`src/rtl/fifo_mem_array_mc.sv`:
```
// Multi-channel FIFO: NUM_CH independent queues share one storage array,
// channel c owning entries c*DEPTH .. c*DEPTH+DEPTH-1, with one registered read port.
module fifo_mem_array_mc #(
  parameter int DATA_WIDTH      = 32,
  parameter int NUM_CH          = 4,
  parameter int DEPTH           = 8,
  parameter int THRESHOLD_VALUE = DEPTH / 2,
  parameter int CH_W            = (NUM_CH > 1) ? $clog2(NUM_CH) : 1,
  parameter int CNT_W           = $clog2(DEPTH + 1)
) (
  input  logic                      clk_in,
  input  logic                      areset,
  input  logic                      wr_en,
  input  logic [CH_W-1:0]           wr_ch,
  input  logic [DATA_WIDTH-1:0]     wr_data,
  input  logic                      rd_en,
  input  logic [CH_W-1:0]           rd_ch,
  output logic [DATA_WIDTH-1:0]     rd_data,
  output logic                      rd_valid,
  output logic [NUM_CH-1:0]         full,
  output logic [NUM_CH-1:0]         empty,
  output logic [NUM_CH-1:0]         almost_full,
  output logic [NUM_CH*CNT_W-1:0]   count,
  output logic [NUM_CH-1:0]         overflow_err,
  output logic [NUM_CH-1:0]         underflow_err,
  input  logic                      err_clr
);

  localparam int PTR_W  = $clog2(DEPTH);
  localparam int ADDR_W = (NUM_CH * DEPTH > 1) ? $clog2(NUM_CH * DEPTH) : 1;

  logic [DATA_WIDTH-1:0] r_mem [NUM_CH*DEPTH];
  logic [PTR_W-1:0]      r_wptr [NUM_CH];
  logic [PTR_W-1:0]      r_rptr [NUM_CH];
  logic [CNT_W-1:0]      r_cnt [NUM_CH];
  logic [CNT_W-1:0]      w_cnt_nxt [NUM_CH];
  logic [NUM_CH-1:0]     r_full, r_empty, r_afull, r_ovf, r_unf;
  logic [DATA_WIDTH-1:0] r_rd_data;
  logic                  r_rd_valid;

  logic              w_wr_req, w_rd_req, w_wr_acc, w_rd_acc;
  logic [ADDR_W-1:0] w_waddr, w_raddr;
  logic [NUM_CH-1:0] w_wr_hit, w_rd_hit, w_ovf_set, w_unf_set;

  function automatic logic ch_valid(input logic [CH_W-1:0] ch);
    return (32'(ch) < 32'(NUM_CH));
  endfunction

  function automatic logic [PTR_W-1:0] ptr_inc(input logic [PTR_W-1:0] p);
    if (p == PTR_W'(DEPTH - 1)) begin
      return {PTR_W{1'b0}};
    end else begin
      return p + PTR_W'(1);
    end
  endfunction

  // Request decode; full/empty come from pre-edge registered state, no bypass.
  always_comb begin
    w_wr_req  = wr_en & ch_valid(wr_ch);
    w_rd_req  = rd_en & ch_valid(rd_ch);
    w_wr_acc  = 1'b0;
    w_rd_acc  = 1'b0;
    w_waddr   = {ADDR_W{1'b0}};
    w_raddr   = {ADDR_W{1'b0}};
    w_wr_hit  = {NUM_CH{1'b0}};
    w_rd_hit  = {NUM_CH{1'b0}};
    w_ovf_set = {NUM_CH{1'b0}};
    w_unf_set = {NUM_CH{1'b0}};
    if (w_wr_req) begin
      w_wr_acc = ~r_full[wr_ch];
      w_waddr  = ADDR_W'(wr_ch) * ADDR_W'(DEPTH) + ADDR_W'(r_wptr[wr_ch]);
    end else begin
      w_wr_acc = 1'b0;
    end
    if (w_rd_req) begin
      w_rd_acc = ~r_empty[rd_ch];
      w_raddr  = ADDR_W'(rd_ch) * ADDR_W'(DEPTH) + ADDR_W'(r_rptr[rd_ch]);
    end else begin
      w_rd_acc = 1'b0;
    end
    for (int k = 0; k < NUM_CH; k++) begin
      w_wr_hit[k]  = w_wr_req && (wr_ch == CH_W'(k)) && w_wr_acc;
      w_rd_hit[k]  = w_rd_req && (rd_ch == CH_W'(k)) && w_rd_acc;
      w_ovf_set[k] = w_wr_req && (wr_ch == CH_W'(k)) && !w_wr_acc;
      w_unf_set[k] = w_rd_req && (rd_ch == CH_W'(k)) && !w_rd_acc;
    end
  end

  // Next occupancy per channel.
  always_comb begin
    for (int k = 0; k < NUM_CH; k++) begin
      w_cnt_nxt[k] = r_cnt[k] + CNT_W'(w_wr_hit[k]) - CNT_W'(w_rd_hit[k]);
    end
  end

  // Per-channel pointers, counters, status flags and sticky errors.
  always_ff @(posedge clk_in or posedge areset) begin
    if (areset) begin
      for (int k = 0; k < NUM_CH; k++) begin
        r_wptr[k] <= {PTR_W{1'b0}};
        r_rptr[k] <= {PTR_W{1'b0}};
        r_cnt[k]  <= {CNT_W{1'b0}};
      end
      r_full  <= {NUM_CH{1'b0}};
      r_empty <= {NUM_CH{1'b1}};
      r_afull <= {NUM_CH{1'b0}};
      r_ovf   <= {NUM_CH{1'b0}};
      r_unf   <= {NUM_CH{1'b0}};
    end else begin
      for (int k = 0; k < NUM_CH; k++) begin
        if (w_wr_hit[k]) begin
          r_wptr[k] <= ptr_inc(r_wptr[k]);
        end
        if (w_rd_hit[k]) begin
          r_rptr[k] <= ptr_inc(r_rptr[k]);
        end
        r_cnt[k]   <= w_cnt_nxt[k];
        r_full[k]  <= (w_cnt_nxt[k] == CNT_W'(DEPTH));
        r_empty[k] <= (w_cnt_nxt[k] == {CNT_W{1'b0}});
        r_afull[k] <= (w_cnt_nxt[k] >= CNT_W'(THRESHOLD_VALUE));
        // A set event in the same cycle as err_clr wins.
        r_ovf[k]   <= w_ovf_set[k] | (r_ovf[k] & ~err_clr);
        r_unf[k]   <= w_unf_set[k] | (r_unf[k] & ~err_clr);
      end
    end
  end

  // Shared storage; intentionally not reset.
  always_ff @(posedge clk_in) begin
    if (w_wr_acc) begin
      r_mem[w_waddr] <= wr_data;
    end
  end

  // Registered read port: one-cycle valid pulse, data holds otherwise.
  always_ff @(posedge clk_in or posedge areset) begin
    if (areset) begin
      r_rd_data  <= {DATA_WIDTH{1'b0}};
      r_rd_valid <= 1'b0;
    end else begin
      r_rd_valid <= w_rd_acc;
      if (w_rd_acc) begin
        r_rd_data <= r_mem[w_raddr];
      end
    end
  end

  // Flatten per-channel counters onto the count bus.
  always_comb begin
    count = {(NUM_CH*CNT_W){1'b0}};
    for (int k = 0; k < NUM_CH; k++) begin
      count[k*CNT_W +: CNT_W] = r_cnt[k];
    end
  end

  assign rd_data       = r_rd_data;
  assign rd_valid      = r_rd_valid;
  assign full          = r_full;
  assign empty         = r_empty;
  assign almost_full   = r_afull;
  assign overflow_err  = r_ovf;
  assign underflow_err = r_unf;

endmodule

```
`config.mk`:
```
export PLATFORM = sky130hd
export DESIGN_NAME = fifo_mem_array_mc
export DESIGN_NICKNAME = d
export VERILOG_FILES = /design/src/rtl/fifo_mem_array_mc.sv
export SDC_FILE = /design/constraint.sdc
export NUM_CORES = 1
export LEC_CHECK = 0
export CAP_MARGIN = 10
export CELL_PAD_IN_SITES_DETAIL_PLACEMENT = 1
export CELL_PAD_IN_SITES_GLOBAL_PLACEMENT = 1
export CORE_UTILIZATION = 50
export CTS_BUF_LIST = sky130_fd_sc_hd__clkbuf_2 sky130_fd_sc_hd__clkbuf_4 sky130_fd_sc_hd__clkbuf_8
export CTS_CLUSTER_SIZE = 14
export DETAILED_ROUTE_END_ITERATION = 7
export GPL_TIMING_DRIVEN = 0
export PLACE_DENSITY = 0.81
export SKIP_CTS_REPAIR_TIMING = 1
export SYNTH_ARGS = -nofsm -noshare
export SYNTH_HDL_FRONTEND = slang
export SYNTH_SLANG_ARGS = --single-unit
```
`constraint.sdc`:
```
create_clock -name clk_in -period 4.1 [get_ports clk_in]
set_clock_uncertainty 0.2 [all_clocks]
set_input_delay 0.82 -clock clk_in [delete_from_list [all_inputs] [get_ports clk_in]]
set_output_delay 0.82 -clock clk_in [all_outputs]
set_load 0.03 [all_outputs]
```
==> flow_metrics.tcl, run 1 <==
set metrics [dict create \
    yosysMostFrequentCell "edfxtp_1" \
    rows 108 \
    first_iter_violations 3781 \
    grt_overflow 0 \
    core_sq_mm 0.0869 \
    cp_cell_sequence "clkdlybuf4s50_1 -> nor2b_1 -> a22oi_1 -> nor2b_1 -> clkbuf_1 -> a32oi_1 -> a32oi_1 -> a22oi_2" \
    fin_tns_setup_ns -0.114 \
    portBuffers 106 \
    grt_busiest_layer "met2" \
    switchingPower_mw 12.1 \
    use_met1_pct 41.5 \
    met3_usage_pct 6.49 \
    via_count 28400 \
    ff_latch_area_sq_mm 0.0331 \
    wl_per_cell_um 34.5 \
    synthFlopType "edfxtp_1" \
    cts.sinks 1117 \
    syn_to_final_growth_pct 17.4 \
    status "complete, but fails checks" \
    min_period_ns 4.17 \
    async_flop_share_pct 8.33 \
    clockPowerShare_pct 29.2 \
    synth_area_sq_mm 0.0439 \
    drc 0 \
    ctsHtreeMaxLevel 4 \
    final-instance-count-excl-fill 4310 \
    drv_slew 0 \
    required_ns 4.60 \
    pwr-share-comb_pct 29.9 \
    synth_area_per_cell_sq_um 16.6 \
    start_util_pct 50.6 \
    placed_cells 3953 \
    critPathKind "in2reg" \
    place_area_sq_mm 0.0475 \
    critical_path_peak_fanout 10 \
    synth_nets 2731 \
    numCtsBuffers 177 \
    finalHoldViolCount 0 \
    rr_startpoint "r_rptr[6]" \
    first_pass_iters 5 \
    hpwl_um 94100 \
    hp-class "in2async" \
    crit_slowest_cell "nor2b_1" \
    rr_worst_depth 8 \
    cp-end-kind "flip-flop" \
    slew_headroom_pct 10.6 \
    drive_above_1_share_pct 17.1 \
    pre_cts_ws_ns -1.07 \
    yosys-top-cells-area "edfxtp_1 70%, mux2i_1 7.4%, dfrtp_1 5.1%" \
    grt_pass1_vias 29900 \
    power.density_mw_per_mm2 656 \
    crit_buf_inv 2 \
    syn_inst 2654 \
    num-nets-final 3075 \
    synth_top_area_cell "edfxtp_1" \
    fin_crit_sh_pct 102 \
    final_util_pct 59.4 \
    crit_cells 8 \
    fmax_mhz 240 \
    cts_buffer_depth 3 \
    wl_um 149000 \
    dieArea_sq_mm 0.0891 \
    r2r_slack_ns 0.06 \
    detail-route-antenna-nets 0 \
    die_h_um 298 \
    arrival_ns 4.67 \
    rsz0062_at_grt "false" \
    grtUsageMet2_pct 53.9 \
    ys_ff_latch 1117 \
    p_int_mw 21.7 \
    grt_first_pass_wirelength_um 210000 \
    setup_viol 3 \
    synth.yosys.seq_area_share_pct 75.3 \
    crit_family "simple AND/OR/NAND/NOR gates" \
    clk_pin_slew_ns 0.07 \
    clock_latency_ns 0.86 \
    violations "negative setup slack" \
    r2r-end "rd_data[10]" \
    yosysWarningCount 0 \
    ir_drop_uv 544 \
    grt_usage_pct 33.0 \
    synth_edf_count 1024 \
    antenna_found_initial 10 \
    drv_cap 0 \
    cp-start-kind "primary input" \
    synth_top_area_share_pct 70.0 \
    ctsRootBufferMaster "clkbuf_8" \
    yosys-top-cells-count "1024 x edfxtp_1, 323 x mux2i_1, 188 x nand2_1, 132 x a21oi_1, 101 x o21ai_0" \
    multi_input_area_sq_mm 0.0102 \
    ys_types 60 \
    gp_congestion 0.858 \
    die_w_um 298 \
    sw_frac_of_total_pct 35.8 \
    cts_tree "yes" \
    design_area_sq_mm 0.0516 \
    grt_max_degree 67 \
    critPathMaxStageDelay_ns 0.88 \
    io_pins 110 \
    fill_cells 7875 \
    sequentialPowerShare_pct 40.9 \
    leakage_nw 17.7 \
    viasPerCell 6.59 \
    tightest_slew_ns 1.34 \
    finalWorstSetupSlack_ns -0.0658 \
]
-- worst reg2reg max path, stage by stage, from the launching register on --
cell     delay (ns)
dfrtp_1        0.47
mux4_2         0.62
buf_6          0.23
buf_2          0.26
nor2_1         0.78
buf_2          0.45
a32oi_1        0.13
a32oi_1        0.50
a22oi_2        0.22
-- final cells by class --
class                   instances  share of cell area, %
inverters                      42                  0.310
clock buffers                 243                   5.81
flip-flops and latches       1117                   64.1
plain buffers                 165                   1.53
well taps                    1155                   2.80
multi-input cells            1330                   19.7
clock inverters                85                   1.22
diodes                          8                 0.0388
repair buffers                165                   4.45
-- routing by layer --
metal	part of all wire [%]	up-vias	wire [um]
met4	5.5	10	8210
met1	36	14600	53800
met5	0.035	-	52
li1	-	11300	-
met2	48	2107	71900
met3	9.9	446	14700
-- worst max path at each step --
stage | startpoint | endpoint | slack (ns)
final | rd_en | rd_data[10] | -0.07
after global routing | wr_ch[1] | full[2] | 0.0006
after CTS | wr_ch[0] | full[0] | -0.33
after detailed placement | wr_ch[0] | full[0] | -1.07
after global placement | wr_ch[0] | r_mem[30][10] | -2.61
after floorplan | rd_ch[0] | empty[0] | 0.19
-- power groups by stage --
stage                     Sequential (mW)  Combinational [mW]  Clock (mW)
after floorplan                      14.3                5.23           0
after global placement               14.0                8.87           0
after detailed placement             14.0                9.63           0
after CTS                            13.8                9.87        9.87
after global routing                 13.9                10.4        10.3
final                                13.8                10.1        9.88
-- state kept, by name, summed over array words and instances (netlist names) --
signal         count
almost_full        4
count             16
r_wptr            12
rd_valid           1
overflow_err       4
underflow_err      4
r_mem           1024
empty              4
rd_data           32
full               4
r_rptr            12
-- cells by family after synthesis --
group / after synthesis / synth area share [%]
buf+inv: 207 / 2.16
flops: 1117 / 75.3
mux: 348 / 8.15
compound gates: 577 / 9.64
xor+xnor: 12 / 0.239
fa+ha+maj: 36 / 1.09
simple gates: 357 / 3.44
-- stage by stage --
stage	hold slack, ns	power [mW]
6_report	0.157	33.9
3_5_place_dp	0.273	23.6
5_1_grt	0.189	34.6
4_1_cts	0.136	33.6
3_3_place_gp	0.281	22.9
2_1_floorplan	0.266	19.5
-- cells in the final DEF, fill, tap and decap left out, drive strengths merged, types with 63 or more instances in the layout --
cell	n
a221oi	63
edfxtp	1024
a21oi	132
a32oi	63
buf	152
clkbuf	318
clkinv	68
dfrtp	89
nand2	188
o21ai	103
nor2	86
mux2i	323
clkdlybuf4s50	102
(Power assumes the default switching activity.)
==> run 2, diff against run 1 <==
CORE_ASPECT_RATIO = 1.2   (was default)
==> run 2 against run 1 <==
Against the previous run:
- the run now ends clean
- critical path depth is 6 higher
- final cell count is 1.2% lower
- via count is 2.4% lower
- power is 2.9% lower
- non-clock buffer count is 9 lower
- sequential power hardly changed
- largest power group unchanged
==> flow_metrics.tcl, run 2 (synthesis results as in run 1) <==
set metrics [dict create \
    hpwl_um 92800 \
    critPathMaxStageDelay_ns 0.60 \
    first_pass_iters 6 \
    numCtsBuffers 168 \
    grt_usage_pct 31.5 \
    final-instance-count-excl-fill 4258 \
    grt_first_pass_wirelength_um 201000 \
    sw_frac_of_total_pct 34.8 \
    clk_pin_slew_ns 0.06 \
    rows 118 \
    crit_slowest_cell "clkdlybuf4s50_1" \
    drv_slew 0 \
    largest_reg_flops 1024 \
    crit_family "simple AND/OR/NAND/NOR gates" \
    ctsHtreeMaxLevel 4 \
    drc 0 \
    start_util_pct 50.7 \
    fmax_mhz 259 \
    core_sq_mm 0.0867 \
    cp_common_cell "inv_1" \
    pre_cts_ws_ns -0.828 \
    via_count 27700 \
    sequentialPowerShare_pct 41.9 \
    crit_cells 14 \
    gp_congestion 0.900 \
    finalWorstSetupSlack_ns 0.240 \
    tightest_slew_ns 1.34 \
    arrival_ns 4.43 \
    ctsRootBufferMaster "clkbuf_8" \
    critPathKind "in2reg" \
    num-nets-final 3057 \
    first_iter_violations 3369 \
    slew_headroom_pct 10.1 \
    status "finished clean" \
    finalHoldViolCount 0 \
    final_util_pct 59.0 \
    wl_per_cell_um 32.9 \
    drv_cap 0 \
    portBuffers 106 \
    die_w_um 273 \
    rr_startpoint "full[0]" \
    cts.sinks 1117 \
    syn_to_final_growth_pct 16.4 \
    top_register "r_mem" \
    grt_overflow 0 \
    power.density_mw_per_mm2 643 \
    placed_cells 3938 \
    cts_tree "yes" \
    leakage_nw 17.5 \
    cp_cell_sequence "clkdlybuf4s50_1 -> mux4_2 -> nor2b_2 -> and3b_1 -> inv_1 -> ha_1 -> inv_1 -> ha_1 -> inv_1 -> fa_1 -> xor2_1 -> inv_1 -> or3_1 -> nor2_1" \
    wl_um 140000 \
    r2r-end "full[1]" \
    rr_worst_depth 13 \
    fin_tns_setup_ns 0 \
    grt_pass1_vias 29500 \
    p_total_mw 32.9 \
    setup_viol 0 \
    grt_max_degree 51 \
    p_int_mw 21.4 \
    critical_path_peak_fanout 7 \
    mostFrequentLayoutCells "1024 x edfxtp_1, 323 x mux2i_1, 188 x clkbuf_8" \
    detail-route-antenna-nets 0 \
    cp-start-kind "primary input" \
    final_common_cell "edfxtp_1" \
    r2r_slack_ns 0.45 \
    viasPerCell 6.51 \
    clockPowerShare_pct 28.4 \
    min_period_ns 3.86 \
    required_ns 4.67 \
    rsz0062_at_grt "false" \
    drive_above_1_share_pct 16.9 \
    dieArea_sq_mm 0.0891 \
    io_pins 110 \
    clock_latency_ns 0.88 \
    hp-class "in2async" \
    switchingPower_mw 11.4 \
    crit_end "full[1]" \
    startpoint "wr_ch[0]" \
    pwr-share-comb_pct 29.7 \
    crit_buf_inv 5 \
    fin_crit_sh_pct 94.1 \
    die_h_um 327 \
    ir_drop_uv 536 \
    antenna_found_initial 4 \
    cts_buffer_depth 3 \
    cp-end-kind "flip-flop" \
]
[run 2: metal layers]
layer	wire [um]	GRT usage, %	share of wire, %
met1	49200	37.2	35
met2	70500	53.2	50
met3	12400	7.06	8.8
met4	8090	17.4	5.8
met5	27	0	0.019
[run 2: how the worst min path moves through the flow]
stage / depth (start not counted) / slack (ns) / startpoint / to
2_1_floorplan: 2 / 0.27 / r_wptr[4] / r_wptr[4]
3_3_place_gp: 1 / 0.28 / underflow_err[2] / underflow_err[2]
3_5_place_dp: 1 / 0.29 / overflow_err[0] / overflow_err[0]
4_1_cts: 2 / 0.22 / areset / rd_valid
5_1_grt: 2 / 0.30 / areset / almost_full[1]
6_report: 2 / 0.25 / areset / almost_full[1]
[run 2: power groups by stage]
stage          sequential (mW)  combinational (mW)  clock (mW)
2_1_floorplan             14.3                5.23           0
3_3_place_gp              14.0                8.67           0
3_5_place_dp              14.0                9.43           0
4_1_cts                   13.8                9.58        9.37
5_1_grt                   13.8                10.1        9.75
6_report                  13.8                9.76        9.33
[run 2: layout make-up]
| cell class | count | area (sq um) |
|---|---|---|
| Fill cell | 7797 | 35500 |
| Buffer | 165 | 790 |
| Sequential cell | 1117 | 33100 |
| Tap cell | 1140 | 1430 |
| Antenna cell | 2 | 5.00 |
| Timing Repair Buffer | 156 | 2120 |
| Clock inverter | 48 | 285 |
| Clock buffer | 258 | 3110 |
| Inverter | 42 | 160 |
| Multi-Input combinational cell | 1330 | 10200 |
[run 2: metrics by stage]
step	area [sq um]	hold slack [ns]
finish	51100	0.252
global route	51100	0.300
CTS	50900	0.223
detailed placement	47500	0.288
global placement	46400	0.280
floorplan	43900	0.266
[run 2: worst register-to-register path, cell delays in order (launching register included)]
cell	delay (ns)
dfrtp_1	0.43
mux4_2	0.48
nor2b_2	0.31
and3b_1	0.32
inv_1	0.13
ha_1	0.30
inv_1	0.06
ha_1	0.16
inv_1	0.06
fa_1	0.40
xor2_1	0.19
inv_1	0.08
or3_1	0.33
nor2_1	0.12
